<file path="src/rtl/scoreboard_match_sequencer_pkg.sv">
// Shared encodings and the win-by-margin comparator for the scoreboard game-rule controller.
package scoreboard_pkg;

  localparam int SCORE_W = 8;
  localparam int SUM_W   = SCORE_W + 1;

  typedef enum logic [1:0] {
    ST_PLAY      = 2'b00,
    ST_LOCKOUT   = 2'b01,
    ST_GAME_OVER = 2'b10
  } state_t;

  typedef enum logic [1:0] {
    WIN_NONE = 2'b00,
    WIN_P1   = 2'b01,
    WIN_P2   = 2'b10
  } winner_t;

  // One extra bit so other + margin cannot wrap near the saturation value.
  function automatic logic wins(input logic [SCORE_W-1:0] mine,
                                input logic [SCORE_W-1:0] other,
                                input int points,
                                input int margin);
    logic [SUM_W-1:0] mine_w;
    logic [SUM_W-1:0] need_w;
    mine_w = {1'b0, mine};
    need_w = {1'b0, other} + SUM_W'(margin);
    return (mine_w >= SUM_W'(points)) && (mine_w >= need_w);
  endfunction

endpackage

</file>
<file path="src/rtl/scoreboard_match_sequencer_if.sv">
// Button inputs and registered score/status outputs of the game-rule controller.
interface scoreboard_match_sequencer_if;
  import scoreboard_pkg::*;

  logic               p1_button_i;
  logic               p2_button_i;
  logic               new_game_i;
  logic [SCORE_W-1:0] p1_score_o;
  logic [SCORE_W-1:0] p2_score_o;
  logic [1:0]         winner_o;
  logic [1:0]         state_o;
  logic               point_o;
  logic               conflict_o;

  modport master (
    output p1_button_i, p2_button_i, new_game_i,
    input  p1_score_o, p2_score_o, winner_o, state_o, point_o, conflict_o
  );

  modport slave (
    input  p1_button_i, p2_button_i, new_game_i,
    output p1_score_o, p2_score_o, winner_o, state_o, point_o, conflict_o
  );

endinterface

</file>
<file path="src/rtl/scoreboard_match_sequencer_rise_detector.sv">
// Previous-level flop plus rising-edge flag; the flag is combinational from the level.
module rise_detector (
  input  logic clk_i,
  input  logic rst_i,
  input  logic level,
  output logic rise
);

  logic prev;

  always_ff @(posedge clk_i) begin
    if (rst_i) prev <= 1'b0;
    else       prev <= level;
  end

  assign rise = level & ~prev;

endmodule

</file>
<file path="src/rtl/scoreboard_match_sequencer.sv">
// Two-player game-rule controller: button edges to point awards, post-point lockout,
// conflict and saturation handling, win-by-margin game over.
//   state     | meaning
//   PLAY      | accepting a single-player rise as a point
//   LOCKOUT   | post-point dead time, all rises ignored
//   GAME_OVER | scores and winner frozen until a new-game rise
module scoreboard_match_sequencer
  import scoreboard_pkg::*;
#(
  parameter int WIN_POINTS     = 11,
  parameter int WIN_MARGIN     = 2,
  parameter int LOCKOUT_CYCLES = 4,
  parameter int SCORE_MAX      = 99
) (
  input  logic clk_i,
  input  logic rst_i,
  scoreboard_match_sequencer_if.slave bus
);

  localparam int CNT_W = $clog2(LOCKOUT_CYCLES + 1);
  localparam logic [SCORE_W-1:0] SAT       = SCORE_W'(SCORE_MAX);
  localparam logic [CNT_W-1:0]   LOCK_LOAD = CNT_W'(LOCKOUT_CYCLES);

  state_t             state, state_nxt;
  winner_t            winner, winner_nxt;
  logic [CNT_W-1:0]   lock_cnt, lock_cnt_nxt;
  logic [SCORE_W-1:0] p1_score, p1_nxt, p1_inc;
  logic [SCORE_W-1:0] p2_score, p2_nxt, p2_inc;
  logic               point_q, point_nxt;
  logic               conflict_q, conflict_nxt;

  logic p1_rise, p2_rise, ng_rise;
  logic can_score, p1_award, p2_award, p1_win, p2_win;

  rise_detector u_p1_rise (.clk_i(clk_i), .rst_i(rst_i), .level(bus.p1_button_i), .rise(p1_rise));
  rise_detector u_p2_rise (.clk_i(clk_i), .rst_i(rst_i), .level(bus.p2_button_i), .rise(p2_rise));
  rise_detector u_ng_rise (.clk_i(clk_i), .rst_i(rst_i), .level(bus.new_game_i),  .rise(ng_rise));

  assign p1_inc    = p1_score + SCORE_W'(1);
  assign p2_inc    = p2_score + SCORE_W'(1);
  // A new-game rise swallows any press in the same cycle.
  assign can_score = (state == ST_PLAY) && !ng_rise;
  assign p1_award  = can_score && p1_rise && !p2_rise && (p1_score != SAT);
  assign p2_award  = can_score && p2_rise && !p1_rise && (p2_score != SAT);
  assign p1_win    = p1_award && wins(p1_inc, p2_score, WIN_POINTS, WIN_MARGIN);
  assign p2_win    = p2_award && wins(p2_inc, p1_score, WIN_POINTS, WIN_MARGIN);

  always_ff @(posedge clk_i) begin
    if (rst_i) begin
      state      <= ST_PLAY;
      winner     <= WIN_NONE;
      lock_cnt   <= '0;
      p1_score   <= '0;
      p2_score   <= '0;
      point_q    <= 1'b0;
      conflict_q <= 1'b0;
    end else begin
      state      <= state_nxt;
      winner     <= winner_nxt;
      lock_cnt   <= lock_cnt_nxt;
      p1_score   <= p1_nxt;
      p2_score   <= p2_nxt;
      point_q    <= point_nxt;
      conflict_q <= conflict_nxt;
    end
  end

  always_comb begin
    state_nxt = state;
    if (ng_rise) begin
      state_nxt = ST_PLAY;
    end else begin
      case (state)
        ST_PLAY: begin
          if (p1_win || p2_win)          state_nxt = ST_GAME_OVER;
          else if (p1_award || p2_award) state_nxt = ST_LOCKOUT;
        end
        ST_LOCKOUT: begin
          if (lock_cnt <= CNT_W'(1)) state_nxt = ST_PLAY;
        end
        ST_GAME_OVER: state_nxt = ST_GAME_OVER;
        default:      state_nxt = ST_PLAY;
      endcase
    end
  end

  always_comb begin
    p1_nxt       = p1_score;
    p2_nxt       = p2_score;
    winner_nxt   = winner;
    lock_cnt_nxt = lock_cnt;
    point_nxt    = 1'b0;
    conflict_nxt = 1'b0;
    if (ng_rise) begin
      p1_nxt       = '0;
      p2_nxt       = '0;
      winner_nxt   = WIN_NONE;
      lock_cnt_nxt = '0;
    end else begin
      case (state)
        ST_PLAY: begin
          conflict_nxt = p1_rise && p2_rise;
          if (p1_award) begin
            p1_nxt    = p1_inc;
            point_nxt = 1'b1;
            if (p1_win) winner_nxt   = WIN_P1;
            else        lock_cnt_nxt = LOCK_LOAD;
          end else if (p2_award) begin
            p2_nxt    = p2_inc;
            point_nxt = 1'b1;
            if (p2_win) winner_nxt   = WIN_P2;
            else        lock_cnt_nxt = LOCK_LOAD;
          end
        end
        ST_LOCKOUT: begin
          if (lock_cnt != '0) lock_cnt_nxt = lock_cnt - CNT_W'(1);
        end
        default: ;
      endcase
    end
  end

  assign bus.p1_score_o = p1_score;
  assign bus.p2_score_o = p2_score;
  assign bus.winner_o   = winner;
  assign bus.state_o    = state;
  assign bus.point_o    = point_q;
  assign bus.conflict_o = conflict_q;

endmodule

</file>
<file path="src/flat_wrapper.sv">
// flat-port wrapper written by rule: the top's interface ports become plain ports
module scoreboard_match_sequencer_flat import scoreboard_pkg::*;
#(
  parameter int WIN_POINTS     = 11,
  parameter int WIN_MARGIN     = 2,
  parameter int LOCKOUT_CYCLES = 4,
  parameter int SCORE_MAX      = 99
)
  (clk_i, rst_i, bus_p1_button_i, bus_p2_button_i, bus_new_game_i, bus_p1_score_o, bus_p2_score_o, bus_winner_o, bus_state_o, bus_point_o, bus_conflict_o);
  scoreboard_match_sequencer_if bus_i ();
  input  logic clk_i;
  input  logic rst_i;
  input wire logic [$bits(bus_i.p1_button_i)-1:0] bus_p1_button_i;
  input wire logic [$bits(bus_i.p2_button_i)-1:0] bus_p2_button_i;
  input wire logic [$bits(bus_i.new_game_i)-1:0] bus_new_game_i;
  output wire logic [$bits(bus_i.p1_score_o)-1:0] bus_p1_score_o;
  output wire logic [$bits(bus_i.p2_score_o)-1:0] bus_p2_score_o;
  output wire logic [$bits(bus_i.winner_o)-1:0] bus_winner_o;
  output wire logic [$bits(bus_i.state_o)-1:0] bus_state_o;
  output wire logic [$bits(bus_i.point_o)-1:0] bus_point_o;
  output wire logic [$bits(bus_i.conflict_o)-1:0] bus_conflict_o;
  assign bus_i.p1_button_i = bus_p1_button_i;
  assign bus_i.p2_button_i = bus_p2_button_i;
  assign bus_i.new_game_i = bus_new_game_i;
  assign bus_p1_score_o = bus_i.p1_score_o;
  assign bus_p2_score_o = bus_i.p2_score_o;
  assign bus_winner_o = bus_i.winner_o;
  assign bus_state_o = bus_i.state_o;
  assign bus_point_o = bus_i.point_o;
  assign bus_conflict_o = bus_i.conflict_o;
  scoreboard_match_sequencer #(.WIN_POINTS(WIN_POINTS), .WIN_MARGIN(WIN_MARGIN), .LOCKOUT_CYCLES(LOCKOUT_CYCLES), .SCORE_MAX(SCORE_MAX)) u_core (.clk_i(clk_i), .rst_i(rst_i), .bus(bus_i));
endmodule
</file>
<file path="config.mk">
export PLATFORM = sky130hd
export DESIGN_NAME = scoreboard_match_sequencer_flat
export DESIGN_NICKNAME = d
export VERILOG_FILES = /design/src/rtl/scoreboard_match_sequencer_pkg.sv /design/src/rtl/scoreboard_match_sequencer_if.sv /design/src/rtl/scoreboard_match_sequencer_rise_detector.sv /design/src/rtl/scoreboard_match_sequencer.sv /design/src/flat_wrapper.sv
export SDC_FILE = /design/constraint.sdc
export NUM_CORES = 1
export LEC_CHECK = 0
export CAP_MARGIN = 20
export CORE_UTILIZATION = 56
export CTS_CLUSTER_SIZE = 14
export DETAILED_ROUTE_END_ITERATION = 12
export GPL_TIMING_DRIVEN = 0
export HOLD_SLACK_MARGIN = 0.1
export PLACE_DENSITY = 0.81
export RECOVER_POWER = 50
export SLEW_MARGIN = 15
export SYNTH_ARGS = -nofsm -noshare
export SYNTH_HDL_FRONTEND = slang
export SYNTH_SLANG_ARGS = --single-unit
</file>
<file path="constraint.sdc">
create_clock -name clk_i -period 4.25 [get_ports clk_i]
set_input_delay 0.85 -clock clk_i [delete_from_list [all_inputs] [get_ports clk_i]]
set_output_delay 0.85 -clock clk_i [all_outputs]
set_load 0.05 [all_outputs]
</file>
==> results of run 1 <==
state kept, by name, indices dropped and copies added, names as in the netlist:
signal,flops
u_core.bus.conflict_o,1
u_core.bus.p1_score_o,8
u_core.bus.p2_score_o,8
u_core.bus.point_o,1
u_core.bus.state_o,2
u_core.bus.winner_o,2
u_core.lock_cnt,3
u_core.u_ng_rise.prev,1
u_core.u_p1_rise.prev,1
u_core.u_p2_rise.prev,1
metal layers:
metal / GRT usage [%] / up-vias / wire, um / part of all wire [%]
li1: - / 931 / - / -
met1: 30.1 / 893 / 2110 / 46
met2: 44.0 / 41 / 2270 / 50
met3: 2.50 / 6 / 144 / 3.2
met4: 5.68 / 0 / 41 / 0.90
met5: 0 / - / 0 / 0
final cells by class:
cell class,count,area (um^2)
Clock buffer,3,41.3
Inverter,15,56.3
Fill cell,307,1140
Timing Repair Buffer,26,260
Sequential cell,28,561
Clock inverter,1,30.0
Multi-Input combinational cell,196,1450
Buffer,12,67.6
Tap cell,48,60.1
logic make-up after synthesis:
family / synth area share [%]
compound gates: 14.7
flops: 26.3
xor+xnor: 12.7
simple gates: 27.0
fa+ha+maj: 13.5
buf+inv: 5.86
power groups by stage:
stage / combinational, uW / clock (uW) / sequential, uW
final: 68.4 / 212 / 274
after global routing: 74.9 / 228 / 275
after CTS: 69.8 / 215 / 274
after detailed placement: 69.1 / 0 / 280
after global placement: 67.5 / 0 / 280
after floorplan: 38.8 / 0 / 289
final timing paths:
check	endpoint	cells past startpoint	startpoint	slack [ns]
worst min-delay path	u_core.bus.winner_o[0]$_SDFFE_PP0P_	2	u_core.bus.winner_o[0]$_SDFFE_PP0P_	0.47
worst min register to register	u_core.bus.winner_o[0]$_SDFFE_PP0P_	2	u_core.bus.winner_o[0]$_SDFFE_PP0P_	0.47
worst max-delay path	u_core.lock_cnt[1]$_SDFFE_PP0P_	12	u_core.bus.p1_score_o[1]$_SDFFE_PP0P_	0.85
worst max register to register	u_core.lock_cnt[1]$_SDFFE_PP0P_	12	u_core.bus.p1_score_o[1]$_SDFFE_PP0P_	0.85
metrics by stage:
step | std cells | hold slack [ns] | instance area (um^2) | worst slack, ns
after floorplan | 251 | 0.450 | 2130 | 0.775
after CTS | 329 | 0.476 | 2530 | 0.865
after global routing | 329 | 0.497 | 2520 | 0.643
after detailed placement | 325 | 0.453 | 2450 | 0.824
after global placement | 325 | 0.452 | 2450 | 0.815
final | 329 | 0.472 | 2520 | 0.851
worst max-delay path: cells and delay by family (launching register included):
kind	cells	cell delay [ns]
and+or+nand+nor	6	1.50
AOI/OAI and AO/OA	4	0.82
adders and majority gates	2	0.52
DFF	1	0.50
placed cells by master (no fill, tap or decap), types with 3 or more instances in the layout:
master	n
buf_4	3
a21o_1	3
nand2_1	14
buf_2	3
nand4_1	5
dlygate4sd3_1	20
or3_1	4
or4_1	3
inv_1	15
xor2_1	9
nor2_1	31
nand2b_1	3
nor3_1	7
a21oi_1	8
nand3_1	9
ha_1	23
a211oi_1	5
o21ai_0	6
xnor2_1	22
clkbuf_1	5
clkbuf_8	3
clkdlybuf4s50_1	6
nor2b_1	7
dfxtp_1	28
==> run_results.csv, run 1 <==
group,metric,value,unit
drt,dr.pass1.iters,5,
timing,max_freq,0.294,GHz
floorplan,core_area,3660,um^2
worst_setup_path,path_cells,"ha_1 -> nand3_1 -> or3_1 -> nand2_1 -> ha_1 -> o22ai_1 -> nor2_1 -> a221o_1 -> o211a_2 -> or2_4 -> or4_1 -> a21oi_1",
finish,area_growth,18.3,%
global_routing,grt_pass1_vias,1733,
finish,final_nets,310,
global_routing,antenna_found_initial,0,
timing,fin_skew,0.00309,ns
global_routing,grt_max_degree,17,
timing,setup_viol,0,
synthesis,synth_edf_count,0,
status,status,"finished, final reports clean",
worst_setup_path,cp.required,4.46,ns
worst_setup_path,slowest_delay,0.50,ns
floorplan,start_util,58.3,%
power_and_ir_drop,power_frac_comb,12.3,%
power_and_ir_drop,p_per_area,220,nW/um^2
worst_setup_path,endpoint_kind,"flip-flop",
synthesis,synth_area,2130,um^2
clock_tree,htree_levels,1,
timing,relSlewSlack,63.3,%
timing,rsz0062_at_grt,"false",
global_routing,grt_pass1_wl,7740,um
clock_tree,clockRootBuffer,"clkbuf_8",
placed_design,hpwlAfterDp,3380,um
synthesis,synth_top_area_share,26.3,%
clock_tree,insertion_delay,0.28,ns
drt,vias,1871,
synthesis,yosys_most_used_dff,"dfxtp_1",
drt,drc,0,
flow_run,max_cap_viol_count,0,
placed_design,place_congestion,0.831,
worst_setup_path,path_max_fanout,8,
worst_setup_path,critical_path_arrival,3.61,ns
drt,wl,4570,um
global_routing,gr-total-overflow,0,
drt,drtIter0Drc,89,
power_and_ir_drop,finalPower,555,uW
min_path,hold_path_class,"reg -> reg",
clock_tree,cts_tree,"built",
synthesis,yosys.cell_types.count,51,
power_and_ir_drop,p_leak,0.00105,uW
synthesis,ys_seq_area_share,26.3,%
timing,fin_setup_tns,0,ns
worst_setup_path,crit_top_cell,"ha_1",
floorplan,rows,22,
floorplan,die_w,63.7,um
synthesis,avgSynthCellArea,8.50,um^2
global_routing,grt.total_usage,24.1,%
clock_tree,numClockSinks,28,
synthesis,synth.most_common_cell,"nor2_1",
timing,drv_slew,0,
power_and_ir_drop,swShare,24.0,%
clock_tree,cts_buffers,3,
timing,worst_pin_slew,0.546,ns
synthesis,yosys.area.top_type,"dfxtp_1",
synthesis,ys_ff_latch,28,
worst_setup_path,path_class,"reg -> reg",
synthesis,synthArstFlopShare,0,%
power_and_ir_drop,intPower,421,uW
clock_tree,path_clk_slew,0.10,ns
clock_tree,clockBufferDepth,2,
timing,hold_violations,0,
finish,n_antenna_cell,0,
power_and_ir_drop,p_seq_share,49.4,%
floorplan,die_h,63.7,um
power_and_ir_drop,vdd_drop_max,212,uV
synthesis,syn_nets,279,
floorplan,ios,27,
finish,final_layout_size_suffix_gt1_share,9.25,%
clock_tree,cts_resized,0,
timing,fin_crit_sh,80.0,%
drt,drtAntennaViolNets,0,
synthesis,synth_cells,251,
power_and_ir_drop,clock_power_share,38.3,%
clock_tree,postCtsSetupRepairBufs,0,
floorplan,dieArea,4060,um^2
finish,final_util,69.0,%
synthesis,netlist_top_cells_area,"dfxtp_1 (26%), ha_1 (13%), xnor2_1 (9.0%)",
synthesis,ys_top_cells_by_count,"nor2_1 (31), dfxtp_1 (28), ha_1 (23), xnor2_1 (22), inv_1 (15)",
timing,fin_crit,3.40,ns
worst_setup_path,start_kind,"flip-flop",
placed_design,portBuffers,26,
drt,drt-vias-per-instance,5.69,
drt,avgRoutedWirePerCell,13.9,um
synthesis,yosys_warnings,0,
worst_setup_path,crit_slowest_cell,"dfxtp_1",
power_and_ir_drop,p_sw,133,uW
clock_tree,hold_buffers,0,
Note: power is estimated with default switching activity, not from simulation.
==> inputs of run 2 (changes only) <==
- clock period: 4.25 -> 3.45 ns (I/O delays scaled with it)
==> run 2 against run 1 <==
  * Die area is the same
  * Utilization increased by 0.51 points
  * Count of clock-buffer cells in the layout did not move
  * Largest cell class unchanged
==> run_results.csv, run 2 (synthesis results as in run 1) <==
group,metric,value,unit
finish,area_growth,19.2,%
timing,max_freq,0.304,GHz
global_routing,grt_max_degree,17,
drt,drt-vias-per-instance,5.57,
clock_tree,postCtsSetupRepairBufs,0,
worst_setup_path,cp_top_family,"simple AND/OR/NAND/NOR gates",
timing,fin_crit_sh,95.2,%
timing,rsz0062_at_grt,"false",
flow_run,max_cap_viol_count,0,
drt,wl,4320,um
worst_setup_path,cp.required,3.65,ns
clock_tree,cts_tree,"built",
worst_setup_path,start_kind,"flip-flop",
timing,fin_skew,0.00532,ns
timing,timing.hold.ws,0.472,ns
clock_tree,insertion_delay,0.28,ns
drt,vias,1832,
clock_tree,cts_buffers,3,
placed_design,hpwlAfterDp,3340,um
timing,hold_violations,0,
global_routing,antenna_found_initial,0,
min_path,hold_path_class,"reg -> reg",
finish,final_layout_size_suffix_gt1_share,11.7,%
floorplan,rows,22,
timing,relSlewSlack,63.4,%
global_routing,gr-total-overflow,0,
worst_setup_path,path_class,"reg -> reg",
power_and_ir_drop,intPower,519,uW
power_and_ir_drop,p_seq_share,49.9,%
finish,final_common_cell,"nor2_1",
drt,drtIter0Drc,102,
floorplan,die_w,63.7,um
power_and_ir_drop,p_leak,0.00106,uW
clock_tree,htree_levels,1,
finish,layout_common_cells,"nor2_1 (31), ha_1 (23), dfxtp_1 (23)",
worst_setup_path,endpoint_kind,"flip-flop",
drt,drtAntennaViolNets,0,
timing,setup_viol,0,
timing,drv_slew,0,
global_routing,grt_pass1_vias,1708,
status,status,"finished, final reports clean",
floorplan,ios,27,
power_and_ir_drop,p_per_area,266,nW/um^2
finish,n_fill_cell,312,
drt,dr.pass1.iters,4,
timing,fin_setup_tns,0,ns
power_and_ir_drop,finalPower,677,uW
floorplan,core_area,3660,um^2
power_and_ir_drop,vdd_drop_max,183,uV
floorplan,dieArea,4060,um^2
clock_tree,hold_buffers,0,
clock_tree,path_clk_slew,0.09,ns
clock_tree,clockBufferDepth,2,
worst_setup_path,slowest_delay,0.42,ns
power_and_ir_drop,p_sw,158,uW
placed_design,portBuffers,26,
power_and_ir_drop,power_frac_comb,12.2,%
power_and_ir_drop,clock_power_share,37.9,%
worst_setup_path,path_cells,"ha_1 -> nand3_2 -> or3_1 -> nand2_1 -> ha_1 -> o22ai_1 -> nor2_1 -> a221o_1 -> o211a_2 -> or2_4 -> or4_1 -> a21oi_1",
global_routing,grt_pass1_wl,7470,um
worst_setup_path,critical_path_arrival,3.49,ns
clock_tree,clockRootBuffer,"clkbuf_8",
floorplan,start_util,58.3,%
worst_setup_path,crit_slowest_cell,"dfxtp_2",
worst_setup_path,crit_top_cell,"ha_1",
finish,final_nets,310,
power_and_ir_drop,swShare,23.3,%
drt,avgRoutedWirePerCell,13.1,um
floorplan,die_h,63.7,um
worst_setup_path,path_max_fanout,7,
drt,drc,0,
worst_setup_path,timing.critical_path.buf_inv,0,
finish,n_antenna_cell,0,
timing,worst_pin_slew,0.545,ns
global_routing,grt.total_usage,23.0,%
placed_design,place_congestion,0.866,
clock_tree,numClockSinks,28,
timing,fin_crit,3.28,ns
[run 2: per-stage QoR]
step / cells / util [%] / instance area (um^2) / worst slack (ns)
6_report: 329 / 69.5 / 2540 / 0.166
5_1_grt: 329 / 69.5 / 2540 / 0.0130
4_1_cts: 329 / 69.1 / 2530 / 0.0442
3_5_place_dp: 325 / 67.1 / 2460 / 0.0781
3_3_place_gp: 325 / 67.1 / 2460 / 0.155
2_1_floorplan: 251 / - / 2140 / 0.0269
[run 2: final timing paths]
check        depth (start not counted)                                   to                                  start  slack [ns]
max                                 12      u_core.lock_cnt[1]$_SDFFE_PP0P_  u_core.bus.p1_score_o[0]$_SDFFE_PP0P_        0.17
min                                  2  u_core.bus.winner_o[0]$_SDFFE_PP0P_    u_core.bus.winner_o[0]$_SDFFE_PP0P_        0.47
max reg2reg                         12      u_core.lock_cnt[1]$_SDFFE_PP0P_  u_core.bus.p1_score_o[0]$_SDFFE_PP0P_        0.17
min reg2reg                          2  u_core.bus.winner_o[0]$_SDFFE_PP0P_    u_core.bus.winner_o[0]$_SDFFE_PP0P_        0.47
[run 2: metal layers]
metal / part of all wire (%) / wire [um] / up-vias / global-route usage [%]
met5: 0 / 0 / - / 0
met4: 1.4 / 61 / 0 / 5.97
met3: 4.7 / 201 / 7 / 1.79
met2: 49 / 2120 / 54 / 40.4
met1: 45 / 1940 / 841 / 30.0
li1: - / - / 930 / -
[run 2: power groups by stage]
stage / Clock, uW / Sequential, uW / Combinational, uW
after floorplan: 0 / 356 / 47.8
after detailed placement: 0 / 345 / 84.9
after global routing: 278 / 339 / 91.6
final: 256 / 337 / 82.8
after global placement: 0 / 345 / 83.2
after CTS: 264 / 337 / 85.3
[run 2: layout make-up]
class / instances / area (um^2) / share of cell area, %
Tap cell: 48 / 60.1 / 2.36
Timing Repair Buffer: 26 / 260 / 10.2
Buffer: 12 / 67.6 / 2.66
Clock inverter: 1 / 30.0 / 1.18
Inverter: 15 / 56.3 / 2.21
Sequential cell: 28 / 567 / 22.3
Multi-Input combinational cell: 196 / 1460 / 57.5
Clock buffer: 3 / 41.3 / 1.62
[run 2: repair_timing]
item                                   CTS  global route
setup endpoints to repair                0             3
gates resized for setup                  0             5
endpoints found under the hold margin    0             0
[run 2: worst reg2reg max path: stages (launching register included)]
cell	delay [ns]
dfxtp_2	0.42
ha_1	0.28
nand3_2	0.15
or3_1	0.39
nand2_1	0.10
ha_1	0.25
o22ai_1	0.16
nor2_1	0.07
a221o_1	0.35
o211a_2	0.15
or2_4	0.28
or4_1	0.42
a21oi_1	0.18
